### config.mk
export PLATFORM = sky130hd
export DESIGN_NAME = game_ctrl
export DESIGN_NICKNAME = d
export VERILOG_FILES = /design/src/rtl/game_pkg.sv /design/src/rtl/game_ctrl_btn_debounce.sv /design/src/rtl/game_ctrl.sv
export SDC_FILE = /design/constraint.sdc
export NUM_CORES = 1
export LEC_CHECK = 0
export CELL_PAD_IN_SITES_DETAIL_PLACEMENT = 1
export CELL_PAD_IN_SITES_GLOBAL_PLACEMENT = 1
export CORE_ASPECT_RATIO = 1.2
export CORE_MARGIN = 2
export CORE_UTILIZATION = 42
export CTS_CLUSTER_DIAMETER = 150
export CTS_CLUSTER_SIZE = 14
export DETAILED_ROUTE_END_ITERATION = 16
export HOLD_SLACK_MARGIN = 0.1
export PLACE_DENSITY_LB_ADDON = 0.1
export RECOVER_POWER = 25
export SKIP_CTS_REPAIR_TIMING = 1
export SLEW_MARGIN = 20
export SYNTH_ARGS = -nofsm -noshare
export SYNTH_HDL_FRONTEND = slang
export SYNTH_SLANG_ARGS = --single-unit
### constraint.sdc
create_clock -name clk_65M -period 4.97 [get_ports clk_65M]
set_input_delay 0.497 -clock clk_65M [delete_from_list [all_inputs] [get_ports clk_65M]]
set_output_delay 0.497 -clock clk_65M [all_outputs]
set_load 0.01 [all_outputs]
### src/rtl/game_pkg.sv
// game_pkg: shared game state encoding, XGA timing constants and BCD helper
package game_pkg;

    typedef enum logic [1:0] {
        ST_IDLE = 2'b00,
        ST_PLAY = 2'b01,
        ST_HIT  = 2'b10,
        ST_OVER = 2'b11
    } state_t;

    localparam int H_ACTIVE = 1024;
    localparam int H_FP     = 24;
    localparam int H_SYNC   = 136;
    localparam int HBP      = 160;
    localparam int H_TOTAL  = H_ACTIVE + H_FP + H_SYNC + HBP;
    localparam int V_ACTIVE = 768;
    localparam int V_FP     = 3;
    localparam int V_SYNC   = 6;
    localparam int VBP      = 29;
    localparam int V_TOTAL  = V_ACTIVE + V_FP + V_SYNC + VBP;

    localparam logic [15:0] SCORE_MAX = 16'h9999;

    // Increment a 4-digit BCD value with ripple carry, saturating at 9999
    function automatic logic [15:0] bcd_inc(input logic [15:0] v);
        logic [15:0] r;
        logic        c;
        if (v == SCORE_MAX) return v;
        r = v;
        c = 1'b1;
        for (int i = 0; i < 4; i++) begin
            if (c) begin
                if (r[4*i +: 4] == 4'd9) begin
                    r[4*i +: 4] = 4'd0;
                end else begin
                    r[4*i +: 4] = r[4*i +: 4] + 4'd1;
                    c = 1'b0;
                end
            end
        end
        return r;
    endfunction

endpackage

### src/rtl/game_ctrl_btn_debounce.sv
// btn_debounce: 2-FF synchroniser, stable-level debounce and rising-edge pulse
module btn_debounce #(
    parameter int DB_CYCLES = 65000
) (
    input  logic clk,
    input  logic rst_n,
    input  logic btn,
    output logic pulse
);

    logic        sync1_q, sync2_q;
    logic        level_q, level_d, level_prev_q;
    logic [16:0] cnt_q, cnt_d;
    logic        pulse_q, pulse_d;
    logic        stable, last;

    // Count consecutive samples that differ from the accepted level; accept on the last one
    always_comb begin
        stable  = sync2_q == level_q;
        last    = cnt_q == 17'(DB_CYCLES - 1);
        cnt_d   = (stable || last) ? '0 : cnt_q + 17'd1;
        level_d = (!stable && last) ? sync2_q : level_q;
        pulse_d = level_q & ~level_prev_q;
    end

    // Synchroniser, debounce state and registered edge pulse
    always_ff @(posedge clk or negedge rst_n) begin
        if (!rst_n) begin
            sync1_q      <= 1'b0;
            sync2_q      <= 1'b0;
            level_q      <= 1'b0;
            level_prev_q <= 1'b0;
            cnt_q        <= '0;
            pulse_q      <= 1'b0;
        end else begin
            sync1_q      <= btn;
            sync2_q      <= sync1_q;
            level_q      <= level_d;
            level_prev_q <= level_q;
            cnt_q        <= cnt_d;
            pulse_q      <= pulse_d;
        end
    end

    assign pulse = pulse_q;

endmodule

### src/rtl/game_ctrl.sv
// game_ctrl: game sequencer (start button, lives, BCD survival score, attacker control)
module game_ctrl
    import game_pkg::*;
#(
    parameter int N_ATK        = 4,
    parameter int LIVES_INIT   = 3,
    parameter int HIT_FRAMES   = 60,
    parameter int SCORE_FRAMES = 30,
    parameter int DB_CYCLES    = 65000
) (
    input  logic             clk_65M,
    input  logic             clear_n,
    input  logic             btn_start,
    input  logic [16:0]      H_count,
    input  logic [16:0]      V_count,
    input  logic [N_ATK-1:0] atk_over,
    output logic             game_on,
    output logic             game_stop,
    output logic             clear,
    output logic [2:0]       lives,
    output logic [15:0]      score_bcd,
    output logic [1:0]       state_o
);

    localparam int HW = (HIT_FRAMES > 1) ? $clog2(HIT_FRAMES) : 1;
    localparam int SW = (SCORE_FRAMES > 1) ? $clog2(SCORE_FRAMES) : 1;

    logic          start_p;
    logic          ft_q, hit_any_q, hit_prev_q, hit_rise;
    state_t        state_q, state_d;
    logic [2:0]    lives_q, lives_d;
    logic [15:0]   score_q, score_d;
    logic [SW-1:0] sc_cnt_q, sc_cnt_d;
    logic [HW-1:0] hit_cnt_q, hit_cnt_d;
    logic          game_on_q, game_on_d, game_stop_q, game_stop_d, clear_q, clear_d;

    btn_debounce #(.DB_CYCLES(DB_CYCLES)) u_start_db (
        .clk   (clk_65M),
        .rst_n (clear_n),
        .btn   (btn_start),
        .pulse (start_p)
    );

    // Frame tick and attacker hit level, registered before the FSM sees them
    always_ff @(posedge clk_65M or negedge clear_n) begin
        if (!clear_n) begin
            ft_q       <= 1'b0;
            hit_any_q  <= 1'b0;
            hit_prev_q <= 1'b0;
        end else begin
            ft_q       <= (H_count == 17'd0) && (V_count == 17'd0);
            hit_any_q  <= |atk_over;
            hit_prev_q <= hit_any_q;
        end
    end

    assign hit_rise = hit_any_q & ~hit_prev_q;

    // Next-state, lives, score and frame counters; outputs decoded from the next state
    always_comb begin
        state_d   = state_q;
        lives_d   = lives_q;
        score_d   = score_q;
        sc_cnt_d  = sc_cnt_q;
        hit_cnt_d = hit_cnt_q;
        case (state_q)
            ST_IDLE: begin
                if (start_p) begin
                    state_d  = ST_PLAY;
                    lives_d  = 3'(LIVES_INIT);
                    score_d  = '0;
                    sc_cnt_d = '0;
                end
            end
            ST_PLAY: begin
                if (ft_q) begin
                    sc_cnt_d = (sc_cnt_q == SW'(SCORE_FRAMES - 1)) ? '0 : sc_cnt_q + 1'b1;
                    score_d  = (sc_cnt_q == SW'(SCORE_FRAMES - 1)) ? bcd_inc(score_q) : score_q;
                end
                if (hit_rise) begin
                    hit_cnt_d = '0;
                    state_d   = (lives_q > 3'd1) ? ST_HIT : ST_OVER;
                    lives_d   = (lives_q != 3'd0) ? lives_q - 3'd1 : 3'd0;
                end
            end
            ST_HIT: begin
                if (ft_q) begin
                    hit_cnt_d = (hit_cnt_q == HW'(HIT_FRAMES - 1)) ? '0 : hit_cnt_q + 1'b1;
                    state_d   = (hit_cnt_q == HW'(HIT_FRAMES - 1)) ? ST_PLAY : ST_HIT;
                end
            end
            ST_OVER: begin
                if (start_p) state_d = ST_IDLE;
            end
            default: state_d = ST_IDLE;
        endcase
        game_on_d   = state_d == ST_PLAY;
        game_stop_d = state_d != ST_PLAY;
        clear_d     = (state_d == ST_PLAY) && (state_q != ST_PLAY);
    end

    // FSM state, game registers and registered attacker controls
    always_ff @(posedge clk_65M or negedge clear_n) begin
        if (!clear_n) begin
            state_q     <= ST_IDLE;
            lives_q     <= 3'(LIVES_INIT);
            score_q     <= '0;
            sc_cnt_q    <= '0;
            hit_cnt_q   <= '0;
            game_on_q   <= 1'b0;
            game_stop_q <= 1'b1;
            clear_q     <= 1'b0;
        end else begin
            state_q     <= state_d;
            lives_q     <= lives_d;
            score_q     <= score_d;
            sc_cnt_q    <= sc_cnt_d;
            hit_cnt_q   <= hit_cnt_d;
            game_on_q   <= game_on_d;
            game_stop_q <= game_stop_d;
            clear_q     <= clear_d;
        end
    end

    assign game_on   = game_on_q;
    assign game_stop = game_stop_q;
    assign clear     = clear_q;
    assign lives     = lives_q;
    assign score_bcd = score_q;
    assign state_o   = state_q;

endmodule

==> results of run 1 <==
## registers in the layout (all words and copies together), names as in the netlist, 2 cells and up
signal,flops
u_start_db.cnt_q,17
score_bcd,16
hit_cnt_q,6
state_o,2
lives,3
sc_cnt_q,5
## layer usage
metal / part of all wire (%) / vias up / GRT usage, %
met4: 1.1 / 0 / 5.58
met2: 52 / 73 / 35.2
met5: 0 / - / 0
met1: 42 / 1381 / 24.6
met3: 4.6 / 10 / 3.73
li1: - / 1320 / -
## Yosys cell counts (4+ instances only)
cell type / count
nand3_1: 15
mux2i_1: 5
o21ai_0: 19
ha_1: 14
nor3_1: 4
o31ai_1: 4
or4_1: 7
nor2_1: 33
and3b_1: 4
a21oi_1: 14
nand4_1: 10
dfrtp_1: 57
xor2_1: 11
nand3b_1: 4
inv_1: 16
xnor2_1: 5
clkbuf_1: 4
nor4_1: 8
nand2_1: 20
o2bb2ai_1: 4
and4_1: 4
nand2b_1: 4
## cells in the final DEF, fill, tap and decap left out, types with 4 or more instances in the layout
cell	count
nand2_1	20
and4_1	4
nand4_1	10
xor2_1	11
nor3_1	4
xnor2_1	5
o31ai_1	4
or4_1	7
nand2b_1	4
dfrtp_1	57
and3b_1	4
clkdlybuf4s50_1	62
inv_1	16
clkbuf_8	9
a21oi_1	14
o21ai_0	19
nand3b_1	4
o2bb2ai_1	4
nor2_1	33
ha_1	14
mux2i_1	5
nand3_1	15
nor4_1	8
## layout make-up
class / count / area share (%)
Inverter: 16 / 1.45
Timing Repair Buffer: 65 / 15.6
Tap cell: 90 / 2.73
Clock buffer: 9 / 3.00
Multi-Input combinational cell: 239 / 38.6
Clock inverter: 7 / 2.21
Sequential cell: 60 / 36.5
## how the worst max path moves through the flow
stage / startpoint / end / slack, ns / cells past startpoint
after floorplan: score_bcd[5] / score_bcd[8] / 3.03 / 6
after global placement: state_o[0] / score_bcd[9] / 2.56 / 4
after detailed placement: state_o[0] / score_bcd[8] / 2.42 / 4
after CTS: state_o[0] / score_bcd[8] / 2.40 / 4
after global routing: state_o[0] / score_bcd[8] / 2.20 / 4
final: state_o[0] / score_bcd[8] / 2.41 / 4
## worst reg2reg max path, stage by stage, from the launching register on
cell and delay [ns]:
dfrtp_1 0.66, mux2i_1 0.28, a211oi_2 0.79, nand4_1 0.34, mux2_2 0.37
## logic make-up after synthesis
| group | after synthesis |
|---|---|
| compound gates | 67 |
| xor+xnor | 16 |
| flops | 60 |
| fa+ha+maj | 14 |
| buf+inv | 22 |
| mux | 9 |
| simple gates | 133 |
## report_power, final
part           internal (mW)  total [mW]  switching [mW]  leakage [nW]
clock network          0.280       0.480           0.199         0.109
registers              0.491       0.494         0.00296         0.811
logic                 0.0307      0.0495          0.0188         0.794
total                  0.802        1.02           0.221          1.71
==> out/metrics.csv, run 1 <==
metric;value;unit
outcome;finished clean;
syn-cell-area;3180;µm²
fin_skew;0.00861;ns
clockRootBuffer;clkbuf_8;
critPathArrivalTime;2.78;ns
ys_types;55;
syn_nets;376;
numPortBuffers;64;
diodes;0;
synth-edff-count;0;
clock_path_buffers;2;
crit_chain;mux2i_1 -> a211oi_2 -> nand4_1 -> mux2_2;
reg2reg_from;state_o[0];
nets;446;
fin_crit;2.56;ns
endpoint_kind;register;
synth-adder-area-share;5.51;%
post-place-cells;470;
clkSinkCount;60;
pre_cts_ws;2.42;ns
vias;2784;
max-vdd-ir-drop;0.000165;V
drt-total-wl;7.67;mm
synthCells;321;
reg2reg_depth;4;
finalSetupViolCount;0;
gp_congestion;0.764;
wl_per_cell;15.8;µm
tns;0;ns
numCtsBuffers;9;
crit_type;reg -> reg;
seqCellArea;1510;µm²
maxSlewViolCount;0;
ys_warn_count;0;
cpLargestDelayFamily;compound AO/OA/AOI/OAI gates;
slew_headroom;41.4;%
setup_ws;2.41;ns
syn_to_final_growth;29.7;%
timing.rr.end;score_bcd[8];
grt_max_degree;61;
async_flop_share;100;%
drtPass1Iterations;4;
synth-compound-area-share;13.7;%
clock_latency;0.33;ns
required;5.19;ns
fill_cells;824;
yosysSeqAreaShare;47.3;%
cp.buffers_inverters;0;
grt_pass1_wl;13.6;mm
synth_top_cell_by_area;dfrtp_1;
pin_count;65;
slowest_delay;0.79;ns
viasPerCell;5.73;
fin_worst_hold_slack;0.301;ns
max_freq;0.391;GHz
final_util;56.4;%
synth_top_area_share;44.8;%
antenna_left;0;
first_global_vias;2971;
num_rows;34;
yosys.area_share.simple;23.3;%
worstPathMaxFanout;17;
cts_tree;built;
dp.final_hpwl;5.60;mm
hold_viol;0;
finalInstanceArea;4130;µm²
synth_area_per_cell;9.91;µm²
rsz0062_at_grt;false;
globalRoute.totalOverflow;0;
synth_ff_type;dfrtp_1;
ys_seq_elements;60;
cts_max_level;3;
multi_input_area;1590;µm²
antenna_found_initial;0;
dpl_cell_area;3910;µm²
die_x;83.5;µm
r2r_slack;2.41;ns
final_cells;486;
synth_top_family_by_area;simple AND/OR/NAND/NOR gates;
total_power;1.02;mW
grt_use_total;19.8;%
p_per_area;248;nW/µm²
drt_iter0_markers;120;
clk_pin_slew;0.07;ns
drc;0;
start_kind;register;
slowest_stage;a211oi_2;
ys_top_cells_by_area;dfrtp_1 (45%), ha_1 (5.5%), nor2_1 (3.9%);
post-route-period-util;51.5;%
die_y;99.3;µm
p_leak;1.71;nW
coreArea;7320;µm²
drv_cap;0;
synthMuxAreaShare;3.11;%
worst_pin_slew;0.878;ns
drive_gt1_share;8.59;%
hold_class;in -> async;
initial_core_util;43.5;%
synth-xor-area-share;4.40;%
dieArea;8290;µm²
No activity file was read; power rests on OpenSTA's default activity.
==> run 2: changes to the inputs <==
--- a/config.mk
+++ b/config.mk
@@ -9,7 +9,7 @@
 export CELL_PAD_IN_SITES_GLOBAL_PLACEMENT = 1
 export CORE_ASPECT_RATIO = 1.2
 export CORE_MARGIN = 2
-export CORE_UTILIZATION = 42
+export CORE_UTILIZATION = 39
 export CTS_CLUSTER_DIAMETER = 150
 export CTS_CLUSTER_SIZE = 14
 export DETAILED_ROUTE_END_ITERATION = 16
==> constraint.sdc (replaced) <==
create_clock -name clk_65M -period 2.4 [get_ports clk_65M]
set_input_delay 0.24 -clock clk_65M [delete_from_list [all_inputs] [get_ports clk_65M]]
set_output_delay 0.24 -clock clk_65M [all_outputs]
set_load 0.01 [all_outputs]
==> run 2 against run 1 <==
- non-clock buffer count up 7
- final cell count up 2.3%
- worst hold slack better by 0.050 ns
- setup slack worse by 2.1 ns
- clock skew up 0.0017 ns
- clock-buffer cell count up 4
- die area up 7.3%
- global-route usage down 0.64 points
- clock power up 85%
- register-to-register slack worse by 2.1 ns
- sequential power up 110%
- critical path depth up 2
- largest power group unchanged
- highest routed layer unchanged
==> out/metrics.csv, run 2 (synthesis results as in run 1) <==
metric;value;unit
maxSlewViolCount;0;
crit_type;reg -> reg;
nets;453;
p_leak;1.74;nW
globalRoute.totalOverflow;0;
numPortBuffers;64;
critPathArrivalTime;2.33;ns
endpoint_kind;register;
drive_gt1_share;8.71;%
final_cells;497;
wl_per_cell;16.0;µm
required;2.63;ns
die_x;86.5;µm
diodes;0;
drt_iter0_markers;60;
clockPowerShare;43.9;%
clk_pin_slew;0.07;ns
final_cell_mix;clkdlybuf4s50_1 (61), dfrtp_1 (57), nor2_1 (33), nand2_1 (20), o21ai_0 (19);
outcome;finished clean;
p_per_area;484;nW/µm²
fin_crit;2.09;ns
vias;2781;
slowest_delay;0.59;ns
gp_congestion;0.746;
worst_pin_slew;1.49;ns
p_int;1.59;mW
hold_viol;0;
post-place-cells;481;
hold_class;reg -> reg;
rsz0062_at_grt;false;
num_rows;36;
r2r_slack;0.31;ns
p_comb_share;5.3;%
cts_max_level;3;
clock_path_buffers;2;
swShare;21.3;%
numCtsBuffers;9;
drv_cap;0;
coreArea;8020;µm²
seqPwrFrac;50.8;%
grt_max_degree;37;
grt_pass1_wl;13.5;mm
switchingPower;0.430;mW
pin_count;65;
syn_to_final_growth;31.0;%
regMostFlops;u_start_db.cnt_q;
fill_cells;911;
max_freq;0.477;GHz
tns;0;ns
worstPathMaxFanout;5;
cts_tree;built;
clkSinkCount;60;
drtPass1Iterations;4;
slew_headroom;0.458;%
antenna_left;0;
max-vdd-ir-drop;0.000258;V
antenna_found_initial;0;
dp.final_hpwl;5.90;mm
viasPerCell;5.60;
grt_use_total;19.1;%
dieArea;8900;µm²
die_y;103;µm
drc;0;
post-route-period-util;87.3;%
fin_skew;0.0103;ns
largest_register_ffs;17;
crit_chain;inv_1 -> ha_1 -> nand3b_1 -> or4_4 -> nand4_1 -> mux2_2;
initial_core_util;39.7;%
slowest_stage;or4_4;
layout_commonest_cell;clkdlybuf4s50_1;
start_kind;register;
clockRootBuffer;clkbuf_8;
drt-total-wl;7.95;mm
first_global_vias;2912;
clock_latency;0.34;ns
finalSetupViolCount;0;
run 2: changes by cell type in the layout (fill, tap and decap cells not counted):
cell and change:
dlygate4sd3_1 +2, clkbuf_1 +4, buf_4 +5, bufinv_16 -1, clkinvlp_4 -1, buf_2 -1
clkbuf_8 +1, buf_12 +1, clkdlybuf4s50_1 -1, clkinv_4 -1, clkinv_2 -2
run 2: layout make-up:
| type | count | area, µm² | share of cell area, % |
|---|---|---|---|
| clock inverter | 2 | 35.0 | 0.840 |
| multi-input combinational | 239 | 1590 | 38.2 |
| tap | 95 | 119 | 2.85 |
| inverter | 16 | 60.1 | 1.44 |
| sequential | 60 | 1510 | 36.1 |
| clock buffer | 13 | 149 | 3.57 |
| timing repair buffer | 72 | 709 | 17.0 |
run 2: path summary, 6_finish.rpt:
| check | start | to | depth (start not counted) |
|---|---|---|---|
| max | score_bcd[5] | score_bcd[9] | 6 |
| min | u_start_db.sync1_q | u_start_db.sync2_q | 0 |
| max reg2reg | score_bcd[5] | score_bcd[9] | 6 |
| min reg2reg | u_start_db.sync1_q | u_start_db.sync2_q | 0 |
| max in group asynchronous | clear_n | game_stop | 3 |
| min in group asynchronous | clear_n | score_bcd[6] | 2 |
run 2: metal layers:
| layer | vias to the layer above | wire length (µm) | share of wire [%] | track usage [%] |
|---|---|---|---|---|
| met2 | 60 | 4010 | 50 | 32.4 |
| met4 | 0 | 131 | 1.6 | 6.01 |
| met5 | - | 0 | 0 | 0 |
| met3 | 12 | 339 | 4.3 | 5.60 |
| met1 | 1384 | 3470 | 44 | 23.5 |
| li1 | 1325 | - | - | - |
run 2: stage by stage:
step	util (%)	hold WS [ns]	setup slack, ns	cell area, µm²	power (mW)
6_report	52.0	0.351	0.306	4170	2.02
5_1_grt	52.0	0.360	0.169	4170	2.11
4_1_cts	51.9	-0.0792	0.300	4160	2.06
3_5_place_dp	49.6	0.298	0.313	3980	1.15
3_3_place_gp	49.6	0.286	0.380	3980	1.15
2_1_floorplan	-	-0.0556	0.460	3180	1.06
run 2: worst max-delay path, delay by kind of cell, from the launching register on:
family,cells,cell delay (ns)
fa+ha+maj,1,0.15
buf+inv,1,0.07
flops,1,0.42
mux,1,0.36
simple gates,3,0.98
run 2: power by group through the flow:
| stage | clock network [mW] | registers, mW | logic (mW) |
|---|---|---|---|
| detailed placement | 0 | 1.04 | 0.110 |
| CTS | 0.922 | 1.02 | 0.110 |
| finish | 0.886 | 1.02 | 0.107 |
| floorplan | 0 | 1.04 | 0.0155 |
| global placement | 0 | 1.04 | 0.106 |
| global route | 0.963 | 1.02 | 0.120 |
==> run 3: changes to the inputs <==
--- a/config.mk
+++ b/config.mk
@@ -13,6 +13,8 @@
 export CTS_CLUSTER_DIAMETER = 150
 export CTS_CLUSTER_SIZE = 14
 export DETAILED_ROUTE_END_ITERATION = 16
+export GPL_ROUTABILITY_DRIVEN = 0
+export GPL_TIMING_DRIVEN = 0
 export HOLD_SLACK_MARGIN = 0.1
 export PLACE_DENSITY_LB_ADDON = 0.1
 export RECOVER_POWER = 25
==> run 3 against run 2 <==
- via count down 1.0%
- routed wire length down 3.1%
- critical path depth down 1
- die area unchanged
- clock-buffer cell count up 1
- first-iteration DRC count up 32%
- clock power up 4.0%
- combinational power down 4%
- power up 1.5%
- flip-flop and latch count unchanged
- non-clock buffer count unchanged
- clock skew up 0.0028 ns
- critical endpoint is now score_bcd[8]
==> out/metrics.csv, run 3 (synthesis results as in run 1) <==
metric;value;unit
num_rows;36;
clock_latency;0.35;ns
syn_to_final_growth;30.4;%
drt_iter0_markers;79;
p_leak;1.72;nW
nets;453;
drc;0;
fin_worst_hold_slack;0.350;ns
clkSinkCount;60;
dpl_cell_area;3960;µm²
globalRoute.totalOverflow;0;
drv_cap;0;
regMostFlops;u_start_db.cnt_q;
max_freq;0.465;GHz
drtPass1Iterations;4;
endpoint_kind;register;
numPortBuffers;64;
critPathArrivalTime;2.37;ns
drt-total-wl;7.70;mm
hold_viol;0;
post-route-period-util;89.6;%
max-vdd-ir-drop;0.000260;V
required;2.62;ns
grt_pass1_wl;13.2;mm
total_power;2.05;mW
start_kind;register;
outcome;finished clean;
reg2reg_depth;5;
tns;0;ns
final_cell_mix;clkdlybuf4s50_1 (62), dfrtp_1 (57), nor2_1 (33), nand2_1 (20), o21ai_0 (19);
coreArea;8020;µm²
hold_class;reg -> reg;
die_x;86.5;µm
maxSlewViolCount;0;
cp_num_cells;5;
finalSetupViolCount;0;
first_global_vias;2856;
grt_use_total;18.6;%
antenna_left;0;
slowest_stage;dfrtp_1;
diodes;0;
vias;2752;
slowest_delay;0.52;ns
grt_max_degree;38;
antenna_found_initial;0;
die_y;103;µm
setup_ws;0.250;ns
pin_count;65;
clockRootBuffer;clkbuf_8;
clock_path_buffers;2;
finalInstanceArea;4150;µm²
wl_per_cell;15.5;µm
crit_type;reg -> reg;
cts_tree;built;
initial_core_util;39.7;%
clk_pin_slew;0.06;ns
crit_chain;nor2b_1 -> clkbuf_1 -> o21ai_1 -> nand4_1 -> mux2_2;
pre_cts_ws;0.243;ns
dieArea;8900;µm²
p_per_area;493;nW/µm²
cpLargestDelayFamily;flip-flops;
slew_headroom;10.8;%
fin_skew;0.0131;ns
worstPathMaxFanout;9;
dp.final_hpwl;5.89;mm
layout_commonest_cell;clkdlybuf4s50_1;
fin_crit;2.15;ns
cp.buffers_inverters;1;
numCtsBuffers;9;
largest_register_ffs;17;
cts_max_level;3;
viasPerCell;5.53;
rsz0062_at_grt;false;
holdPathStages;0;
worst_pin_slew;1.34;ns
drive_gt1_share;7.94;%
==> run 3: cell types whose count changed in the layout (fill, tap and decap cells not counted) <==
cell | before | now
buf_12 | 1 | 0
buf_2 | 0 | 2
buf_4 | 6 | 0
clkbuf_1 | 4 | 8
clkbuf_4 | 0 | 1
clkbuf_8 | 10 | 11
clkdlybuf4s50_1 | 61 | 62
dlygate4sd3_1 | 3 | 2
==> run 3: final cells by class <==
type | instances | area (µm²)
multi-input combinational | 239 | 1590
tap | 95 | 119
buffer | 6 | 25.0
clock inverter | 2 | 35.0
timing repair buffer | 66 | 652
sequential | 60 | 1510
fill | 919 | 3870
clock buffer | 14 | 163
inverter | 16 | 60.1
==> run 3: final timing paths <==
kind / slack [ns] / from / to
min in group asynchronous: 0.71 / clear_n / score_bcd[6]
hold reg to reg: 0.35 / u_start_db.sync1_q / u_start_db.sync2_q
max in group asynchronous: 0.37 / clear_n / game_stop
setup / recovery: 0.25 / state_o[0] / score_bcd[8]
setup reg to reg: 0.25 / state_o[0] / score_bcd[8]
hold / removal: 0.35 / u_start_db.sync1_q / u_start_db.sync2_q
==> run 3: power by group <==
| part | internal, mW | total [mW] | switching [mW] |
|---|---|---|---|
| Clock | 0.536 | 0.921 | 0.384 |
| Sequential | 1.02 | 1.02 | 0.00548 |
| Combinational | 0.0645 | 0.103 | 0.0390 |
| Total | 1.62 | 2.05 | 0.429 |
==> run 3: stage by stage <==
stage	utilization [%]	instances
after global placement	49.2	480
after floorplan	-	321
after CTS	51.8	497
after detailed placement	49.4	481
after global routing	51.8	498
final	51.8	498
==> run 3: metal layers <==
metal	track usage (%)	vias up	part of all wire (%)
li1	-	1328	-
met1	23.4	1364	44
met2	31.0	53	51
met4	6.49	0	1.1
met3	5.04	7	4.3
met5	0	-	0
